**src/rtl/fetch_unit_if.sv**
```systemverilog
// Fetch-unit boundary: instruction-memory req/ack handshake, redirect input
// and the instruction stream handed to decode.
interface fetch_unit_if #(
    parameter int AW = 32
);
    logic          im_req;
    logic [AW-1:0] im_addr;
    logic          im_ack;
    logic [31:0]   im_rdata;
    logic          redirect;
    logic [AW-1:0] redirect_pc;
    logic          inst_valid;
    logic [31:0]   inst;
    logic [AW-1:0] inst_pc;
    logic [AW-1:0] inst_npc;
    logic          inst_ready;

    modport master (
        output im_req, im_addr, inst_valid, inst, inst_pc, inst_npc,
        input  im_ack, im_rdata, redirect, redirect_pc, inst_ready
    );

    modport slave (
        input  im_req, im_addr, inst_valid, inst, inst_pc, inst_npc,
        output im_ack, im_rdata, redirect, redirect_pc, inst_ready
    );
endinterface

```
**src/rtl/fetch_unit.sv**
```systemverilog
// Instruction-fetch front end: PC register, one-outstanding req/ack fetch
// engine and a small prefetch FIFO with redirect flush.
module fetch_unit #(
    parameter int          AW       = 32,
    parameter logic [31:0] RESET_PC = 32'h0000_0000,
    parameter int          DEPTH    = 2
) (
    input  logic         clk,
    input  logic         reset,
    fetch_unit_if.master bus
);
    localparam int            PW         = $clog2(DEPTH);
    localparam int            CW         = $clog2(DEPTH + 1);
    localparam logic [AW-1:0] RESET_ADDR = AW'(RESET_PC);
    localparam logic [AW-1:0] STEP       = AW'(4);
    localparam logic [CW-1:0] FULL_COUNT = CW'(DEPTH);

    // DROP: a request is still outstanding but its data belongs to a
    // flushed path and will be discarded when it returns.
    typedef enum logic [1:0] {REQ, DROP, FULL} state_t;

    state_t        state, state_next;
    logic [AW-1:0] fetch_pc, fetch_pc_next;
    logic          req_q;
    logic [AW-1:0] addr_q, addr_next;
    logic [PW-1:0] rd_ptr, wr_ptr;
    logic [CW-1:0] count, count_next;
    logic [31:0]   inst_mem [DEPTH];
    logic [AW-1:0] pc_mem   [DEPTH];

    logic          ack, pop, push, flush;
    logic [AW-1:0] target;
    logic          unused_pc_bits;

    assign ack            = bus.im_ack & req_q;
    assign pop            = (count != '0) & bus.inst_ready;
    assign flush          = bus.redirect;
    assign push           = ack & (state == REQ) & ~bus.redirect;
    assign target         = {bus.redirect_pc[AW-1:2], 2'b00};
    assign unused_pc_bits = ^bus.redirect_pc[1:0];

    // NOTE: every output of this block gets a default first, so no path can
    // leave a value unassigned and infer a latch.
    always_comb begin
        state_next    = state;
        fetch_pc_next = fetch_pc;
        count_next    = flush ? '0 : count + CW'(push) - CW'(pop);

        unique case (state)
            REQ: begin
                if (bus.redirect) begin
                    fetch_pc_next = target;
                    state_next    = ack ? REQ : DROP;
                end else if (ack) begin
                    fetch_pc_next = fetch_pc + STEP;
                    state_next    = (count_next == FULL_COUNT) ? FULL : REQ;
                end
            end
            DROP: begin
                if (bus.redirect) fetch_pc_next = target;
                if (ack)          state_next    = REQ;
            end
            FULL: begin
                if (bus.redirect) begin
                    fetch_pc_next = target;
                    state_next    = REQ;
                end else if (pop) begin
                    state_next = REQ;
                end
            end
            default: state_next = REQ;
        endcase

        // The stale request keeps its address on the bus until it is acked.
        addr_next = (state_next == DROP) ? addr_q : fetch_pc_next;
    end

    // NOTE: sequential state uses non-blocking assignments so every flop
    // samples the pre-edge values regardless of statement order.
    always_ff @(posedge clk or posedge reset) begin
        if (reset) begin
            state    <= REQ;
            fetch_pc <= RESET_ADDR;
            req_q    <= 1'b1;
            addr_q   <= RESET_ADDR;
            rd_ptr   <= '0;
            wr_ptr   <= '0;
            count    <= '0;
        end else begin
            state    <= state_next;
            fetch_pc <= fetch_pc_next;
            req_q    <= (state_next != FULL);
            addr_q   <= addr_next;
            count    <= count_next;
            if (flush) begin
                rd_ptr <= '0;
                wr_ptr <= '0;
            end else begin
                if (push) wr_ptr <= wr_ptr + PW'(1);
                if (pop)  rd_ptr <= rd_ptr + PW'(1);
            end
        end
    end

    // NOTE: FIFO storage is deliberately not reset; the count qualifies
    // every read, so stale contents are never observed.
    always_ff @(posedge clk) begin
        if (push) begin
            inst_mem[wr_ptr] <= bus.im_rdata;
            pc_mem[wr_ptr]   <= fetch_pc;
        end
    end

    assign bus.im_req     = req_q;
    assign bus.im_addr    = addr_q;
    assign bus.inst_valid = (count != '0);
    assign bus.inst       = bus.inst_valid ? inst_mem[rd_ptr] : '0;
    assign bus.inst_pc    = bus.inst_valid ? pc_mem[rd_ptr]   : '0;
    assign bus.inst_npc   = bus.inst_pc + STEP;
endmodule

```
**src/flat_wrapper.sv**
```systemverilog
// flat-port wrapper written by rule: the top's interface ports become plain ports
module fetch_unit_flat 
#(
    parameter int          AW       = 32,
    parameter logic [31:0] RESET_PC = 32'h0000_0000,
    parameter int          DEPTH    = 2
)
  (clk, reset, bus_im_req, bus_im_addr, bus_inst_valid, bus_inst, bus_inst_pc, bus_inst_npc, bus_im_ack, bus_im_rdata, bus_redirect, bus_redirect_pc, bus_inst_ready);
  fetch_unit_if #(.AW(AW)) bus_i ();
  input  logic clk;
  input  logic reset;
  output wire logic [$bits(bus_i.im_req)-1:0] bus_im_req;
  output wire logic [$bits(bus_i.im_addr)-1:0] bus_im_addr;
  output wire logic [$bits(bus_i.inst_valid)-1:0] bus_inst_valid;
  output wire logic [$bits(bus_i.inst)-1:0] bus_inst;
  output wire logic [$bits(bus_i.inst_pc)-1:0] bus_inst_pc;
  output wire logic [$bits(bus_i.inst_npc)-1:0] bus_inst_npc;
  input wire logic [$bits(bus_i.im_ack)-1:0] bus_im_ack;
  input wire logic [$bits(bus_i.im_rdata)-1:0] bus_im_rdata;
  input wire logic [$bits(bus_i.redirect)-1:0] bus_redirect;
  input wire logic [$bits(bus_i.redirect_pc)-1:0] bus_redirect_pc;
  input wire logic [$bits(bus_i.inst_ready)-1:0] bus_inst_ready;
  assign bus_im_req = bus_i.im_req;
  assign bus_im_addr = bus_i.im_addr;
  assign bus_inst_valid = bus_i.inst_valid;
  assign bus_inst = bus_i.inst;
  assign bus_inst_pc = bus_i.inst_pc;
  assign bus_inst_npc = bus_i.inst_npc;
  assign bus_i.im_ack = bus_im_ack;
  assign bus_i.im_rdata = bus_im_rdata;
  assign bus_i.redirect = bus_redirect;
  assign bus_i.redirect_pc = bus_redirect_pc;
  assign bus_i.inst_ready = bus_inst_ready;
  fetch_unit #(.AW(AW), .RESET_PC(RESET_PC), .DEPTH(DEPTH)) u_core (.clk(clk), .reset(reset), .bus(bus_i));
endmodule
```
**config.mk**
```make
export PLATFORM = sky130hd
export DESIGN_NAME = fetch_unit_flat
export DESIGN_NICKNAME = d
export VERILOG_FILES = /design/src/rtl/fetch_unit_if.sv /design/src/rtl/fetch_unit.sv /design/src/flat_wrapper.sv
export SDC_FILE = /design/constraint.sdc
export NUM_CORES = 1
export LEC_CHECK = 0
export ABC_AREA = 0
export BUFFER_PORTS_ARGS = -buffer_cell sky130_fd_sc_hd__buf_4
export CORE_AREA = 2 2 144 146
export DETAILED_ROUTE_END_ITERATION = 8
export DIE_AREA = 0 0 146 148
export PLACE_DENSITY = 0.86
export SYNTH_ARGS = -nofsm -noshare
export SYNTH_HDL_FRONTEND = slang
export SYNTH_SLANG_ARGS = --single-unit
```
**constraint.sdc**
```tcl
create_clock -name clk -period 6.2 [get_ports clk]
set_input_delay 0.93 -clock clk [delete_from_list [all_inputs] [get_ports clk]]
set_output_delay 0.93 -clock clk [all_outputs]
set_load 0.02 [all_outputs]
```
## Word-level counts from Yosys, hierarchy flattened

Memory sizes are Yosys's and may differ from the RTL's.
Index checks and enable logic that the tools add are counted.

- Bitwise logic cells: 5
- Eq/ne operators: 5
- Reduce and logical (&&, ||, !) cells: 5
- Shifts and indexed selects: 0
- Divide/modulo/power cells: 0
- $lt $le $gt $ge: 0
- Mux-type cells: 21
- Multiply operators: 0
- Add/sub/neg operators: 6

Operators by type and width:

| kind | count |
|---|---|
| $mux 32 | 5 |
| $add 32x3->32 const B | 2 |
| $pmux 32 s2 | 1 |
| $mux 2 | 7 |
| $mux 1 | 7 |
| $pmux 2 s3 | 1 |
| $reduce_bool 2->1 | 3 |
| $and 1x1->1 | 4 |
| $eq 2x1->1 const B | 2 |
| $eq 2x2->1 const B | 2 |
| $add 1x1->1 const B | 2 |
| $add 2x1->2 | 1 |
| $logic_not 2->1 | 1 |
| $ne 2x2->1 const B | 1 |
| $reduce_or 2->1 | 1 |
| $sub 2x1->2 | 1 |
| $not 1->1 | 1 |

- Memory bits (writable): 128
- Bits in latches: 0
- ROM bits: 0
- Output and inout port bits: 130
- Memories kept: 2
- Logic and storage cells: 51
- Input port bits: 69
- Register bits after elaboration: 71

Memory list:

| memory | depth | bits a word | rd ports | clocked after Yosys merged registers in | write ports | RTL line | text |
|---|---|---|---|---|---|---|---|
| u_core.inst_mem | 2 | 32 | 1 | 0 | 1 | fetch_unit.sv:28 | `logic [31:0] inst_mem [DEPTH];` |
| u_core.pc_mem | 2 | 32 | 1 | 0 | 1 | fetch_unit.sv:29 | `logic [AW-1:0] pc_mem [DEPTH];` |

## Depth between registers and ports, before layout

- Depth after elaboration: 12
- Gate-level depth with buffers: 12
- Gate-level depth less buffers: 10

## Worst setup path before layout

No wires, ideal clock.

- Path type: in2reg
- From: in bus_redirect
- To: mem u_core.inst_mem[0][0] (enable)
- Stages on the path: 3
- Required time: 5636 ps
- Slack: -32 ps
- Setup time: 564 ps
- Buffers on the path: 1
- Data arrival time: 5667 ps
- Path through: buf_2 > nand2b_1 > nor3_1

- Word-level cells in the longest chain between the ends: 4

Ends and longest elaborated chain:

| element | RTL line | text |
|---|---|---|
| start, declared | flat_wrapper.sv:20 | `input wire logic [$bits(bus_i.redirect)-1:0] bus_redirect;` |
| $not 1->1 | fetch_unit.sv:38 | `assign push = ack & (state == REQ) & ~bus.redirect;` |
| $and 1x1->1 | fetch_unit.sv:38 |  |
| $mux 1 | fetch_unit.sv:108 | `if (push) begin` |
| $mux 1 (not written as such) | fetch_unit.sv:109 | `inst_mem[wr_ptr] <= bus.im_rdata;` |
| end, declared | fetch_unit.sv:28 |  |

Every way passes these cells.

## Worst setup path in the final report

- From: reg u_core.rd_ptr
- To: out bus_inst_npc[19]

- Word-level cells in the longest chain between the ends: 3

Ends and longest elaborated chain:

| element | RTL line | text |
|---|---|---|
| start, declared | fetch_unit.sv:26 | `logic [PW-1:0] rd_ptr, wr_ptr;` |
| start signal, assigned | fetch_unit.sv:100 | `if (pop) rd_ptr <= rd_ptr + PW'(1);` |
| $mem_v2 2x32 | -- |  |
| $mux 32 | fetch_unit.sv:118 | `assign bus.inst_pc = bus.inst_valid ? pc_mem[rd_ptr] : '0;` |
| $add 32x3->32 | fetch_unit.sv:119 | `assign bus.inst_npc = bus.inst_pc + STEP;` |
| end, declared | flat_wrapper.sv:17 | `output wire logic [$bits(bus_i.inst_npc)-1:0] bus_inst_npc;` |

Every way passes these cells.

==> results.py <==
metrics = {
    "worst_hold_path": {
        "min_path_type": "register to register",
        "hp-start": "u_core.fetch_pc[0]",
        "hold_depth": 0,
        "whs_endpoint": "u_core.pc_mem[1][0]",
    },
    "synth": {
        "synthesis.area_mm2": 0.00987,
        "ys.flop_type": "edfxtp_1",
        "yosys.area.top_type": "edfxtp_1",
        "synth_top_cell_area_share_pct": 39.0,
        "netlist_top_cells_area": "edfxtp_1 (39%), dfrtp_1 (18%), mux2i_1 (7.6%)",
        "synth_edf_count": 128,
        "syn-instance-count": 815,
        "synth_warnings": 0,
        "yosys.cell_types.count": 75,
        "async_reset_ff_share_pct": 35.7,
        "synth_commonest_cells": "edfxtp_1 (128), nor2_1 (92), mux2i_1 (75)",
        "synth-seq-cells": 199,
        "syn_nets": 892,
        "ys_seq_area_share_pct": 57.0,
        "postSynthAreaPerCell_um2": 12.1,
        "yosysMostFrequentCell": "edfxtp_1",
    },
    "grt": {
        "grt_pass1_vias": 7077,
        "overflow": 0,
        "antenna_found_initial": 0,
        "grt_use_total_pct": 23.0,
        "grt_max_degree": 76,
        "grt_pass1_wl_um": 38600,
    },
    "run_status": {
        "status": "finished, final reports clean",
    },
    "clock_network": {
        "cts-root-buf": "clkbuf_16",
        "htree_levels": 4,
        "hold_buffers": 0,
        "clock_latency_ps": 450,
        "cts_setup_buffers": 0,
        "cts.sinks": 199,
        "cts_tree": "done",
        "ctsResizeCount": 0,
        "clockBufferDepth": 2,
        "numCtsBuffers": 17,
        "clk_pin_slew_ps": 80,
    },
    "drt": {
        "via_count": 7465,
        "drtIter0Drc": 1005,
        "routed_wl_um": 25000,
        "wl_per_cell_um": 19.6,
        "ant_nets": 0,
        "first_pass_iters": 6,
        "drc": 0,
        "vias_per_cell": 5.85,
    },
    "floorplanning": {
        "num_io_pins": 199,
        "die_area_mm2": 0.0216,
        "core_region_area_mm2": 0.0200,
        "initial_utilization_pct": 49.2,
        "floorplan.die.width_um": 146,
        "die-height_um": 148,
        "rows": 52,
    },
    "sta": {
        "fin_ws_ps": 1280,
        "tns_ps": 0,
        "finalSetupViolations": 0,
        "fin_crit_ps": 4920,
        "slew_headroom_pct": 33.6,
        "worstMarginPinSlew_ps": 996,
        "finalCritPeriodShare_pct": 79.3,
        "maxSlewViolCount": 0,
        "rsz0062_at_grt": "no",
        "max_freq_mhz": 203,
        "hold_violations": 0,
        "fin_skew_ps": 19.6,
    },
    "finish": {
        "layout-area-overhead-vs-synth_pct": 23.2,
        "multi_input_area_mm2": 0.00395,
        "stdcell_count": 1275,
        "final_area_mm2": 0.0122,
        "layout-drive-gt1-share_pct": 29.9,
        "utilization_pct": 60.6,
        "diodes": 0,
        "layout.nets": 1069,
        "ff_latch_area_mm2": 0.00563,
        "num-fill-cells": 1558,
    },
    "critical_path": {
        "reg2reg_depth": 11,
        "crit_type": "register to output pin",
        "r2r_slack_ps": 2280,
        "critPathCaptureType": "output pin",
        "r2r-start": "u_core.state[0]",
        "worst_setup_path_start_kind": "register",
        "critPathRequiredTime_ps": 5270,
        "worstReg2RegEnd": "u_core.bus.im_addr[26]",
        "worstPathArrival_ps": 3990,
        "worstPathMaxFanout": 50,
    },
    "power_and_ir_drop": {
        "ir_worst_vdd_mv": 0.273,
        "power.density_mw_per_mm2": 494,
        "leakage_nw": 4.91,
    },
    "placement": {
        "dpl-instance-area_mm2": 0.0115,
        "dp_worst_setup_slack_ps": 1790,
        "gp_congestion": 0.927,
        "dp.cells": 1243,
        "dp_hpwl_um": 17600,
        "port_buffers": 196,
    },
    "job": {
        "drv_cap": 0,
    },
}
metal layers:
| metal | global-route usage (%) | share of wire (%) | up-vias |
|---|---|---|---|
| met5 | 0 | 0 | - |
| met4 | 6.17 | 1.5 | 0 |
| met3 | 6.33 | 9.7 | 38 |
| met2 | 37.2 | 47 | 398 |
| met1 | 30.8 | 41 | 3611 |
| li1 | - | - | 3418 |
cells in the final DEF, fill, tap and decap left out, drive strengths merged, types with 5 or more instances in the layout:
cell / n
a211oi: 6
a21oi: 18
a221o: 6
a221oi: 5
a22o: 7
a22oi: 8
a31oi: 9
a32oi: 5
and2: 5
and3: 6
buf: 204
clkbuf: 17
clkinv: 5
dfrtp: 70
edfxtp: 128
ha: 8
inv: 36
mux2: 38
mux2i: 75
nand2: 37
nand2b: 7
nand3: 24
nand3b: 9
nand4: 17
nor2: 92
nor2b: 11
nor3: 27
nor4: 10
o21ai: 19
xnor2: 10
xor2: 20
power breakdown:
| group | internal, mW | switching [mW] | total, mW |
|---|---|---|---|
| logic | 1.13 | 1.60 | 2.73 |
| clock network | 0.553 | 0.559 | 1.11 |
| registers | 1.78 | 0.388 | 2.16 |
| total | 3.46 | 2.55 | 6.01 |
per-stage QoR:
stage,power [mW],hold slack [ps]
3_5_place_dp,4.90,458
4_1_cts,6.01,482
5_1_grt,6.30,502
3_3_place_gp,4.83,447
2_1_floorplan,3.81,434
6_report,6.01,477
critical path, stage by stage, from the launching register on:
cell and delay (ps):
dfrtp_4 960, buf_4 560, mux2i_1 170, nor3_1 310, nand4_1 600, nor3b_1 410
mux2_2 370, buf_4 160
worst max-delay path by stage:
stage                  start               endpoint  slack [ps]  depth (start not counted)
2_1_floorplan   bus_redirect  u_core.inst_mem[0][0]        1930                          3
3_3_place_gp   u_core.rd_ptr       bus_inst_npc[19]        1830                          7
3_5_place_dp   u_core.rd_ptr       bus_inst_npc[19]        1790                          7
4_1_cts        u_core.rd_ptr       bus_inst_npc[19]        1300                          7
5_1_grt        u_core.rd_ptr       bus_inst_npc[19]        1050                          7
6_report       u_core.rd_ptr       bus_inst_npc[19]        1280                          7
registers in the layout, indices dropped and copies added (netlist names):
register	cells
u_core.bus.im_req	1
u_core.wr_ptr	1
u_core.fetch_pc	32
u_core.state	2
u_core.inst_mem	64
u_core.bus.im_addr	32
u_core.pc_mem	64
u_core.rd_ptr	1
u_core.count	2
kinds of logic after synthesis:
logic type      count (synthesis)  share of synthesized area, %
fa+ha+maj                       8                          1.01
simple gates                  265                          14.3
compound gates                127                          9.66
mux                           113                          11.9
flops                         199                          57.0
xor+xnor                       31                          2.89
buf+inv                        72                          3.20
final cells by class:
type                    instances  share of cell area (%)
well taps                     270                    2.78
repair buffers                204                    12.6
inverters                      26                   0.803
flip-flops and latches        199                    46.3
clock inverters                15                    1.51
multi-input cells             544                    32.5
clock buffers                  17                    3.50
(Power assumes the default switching activity.)
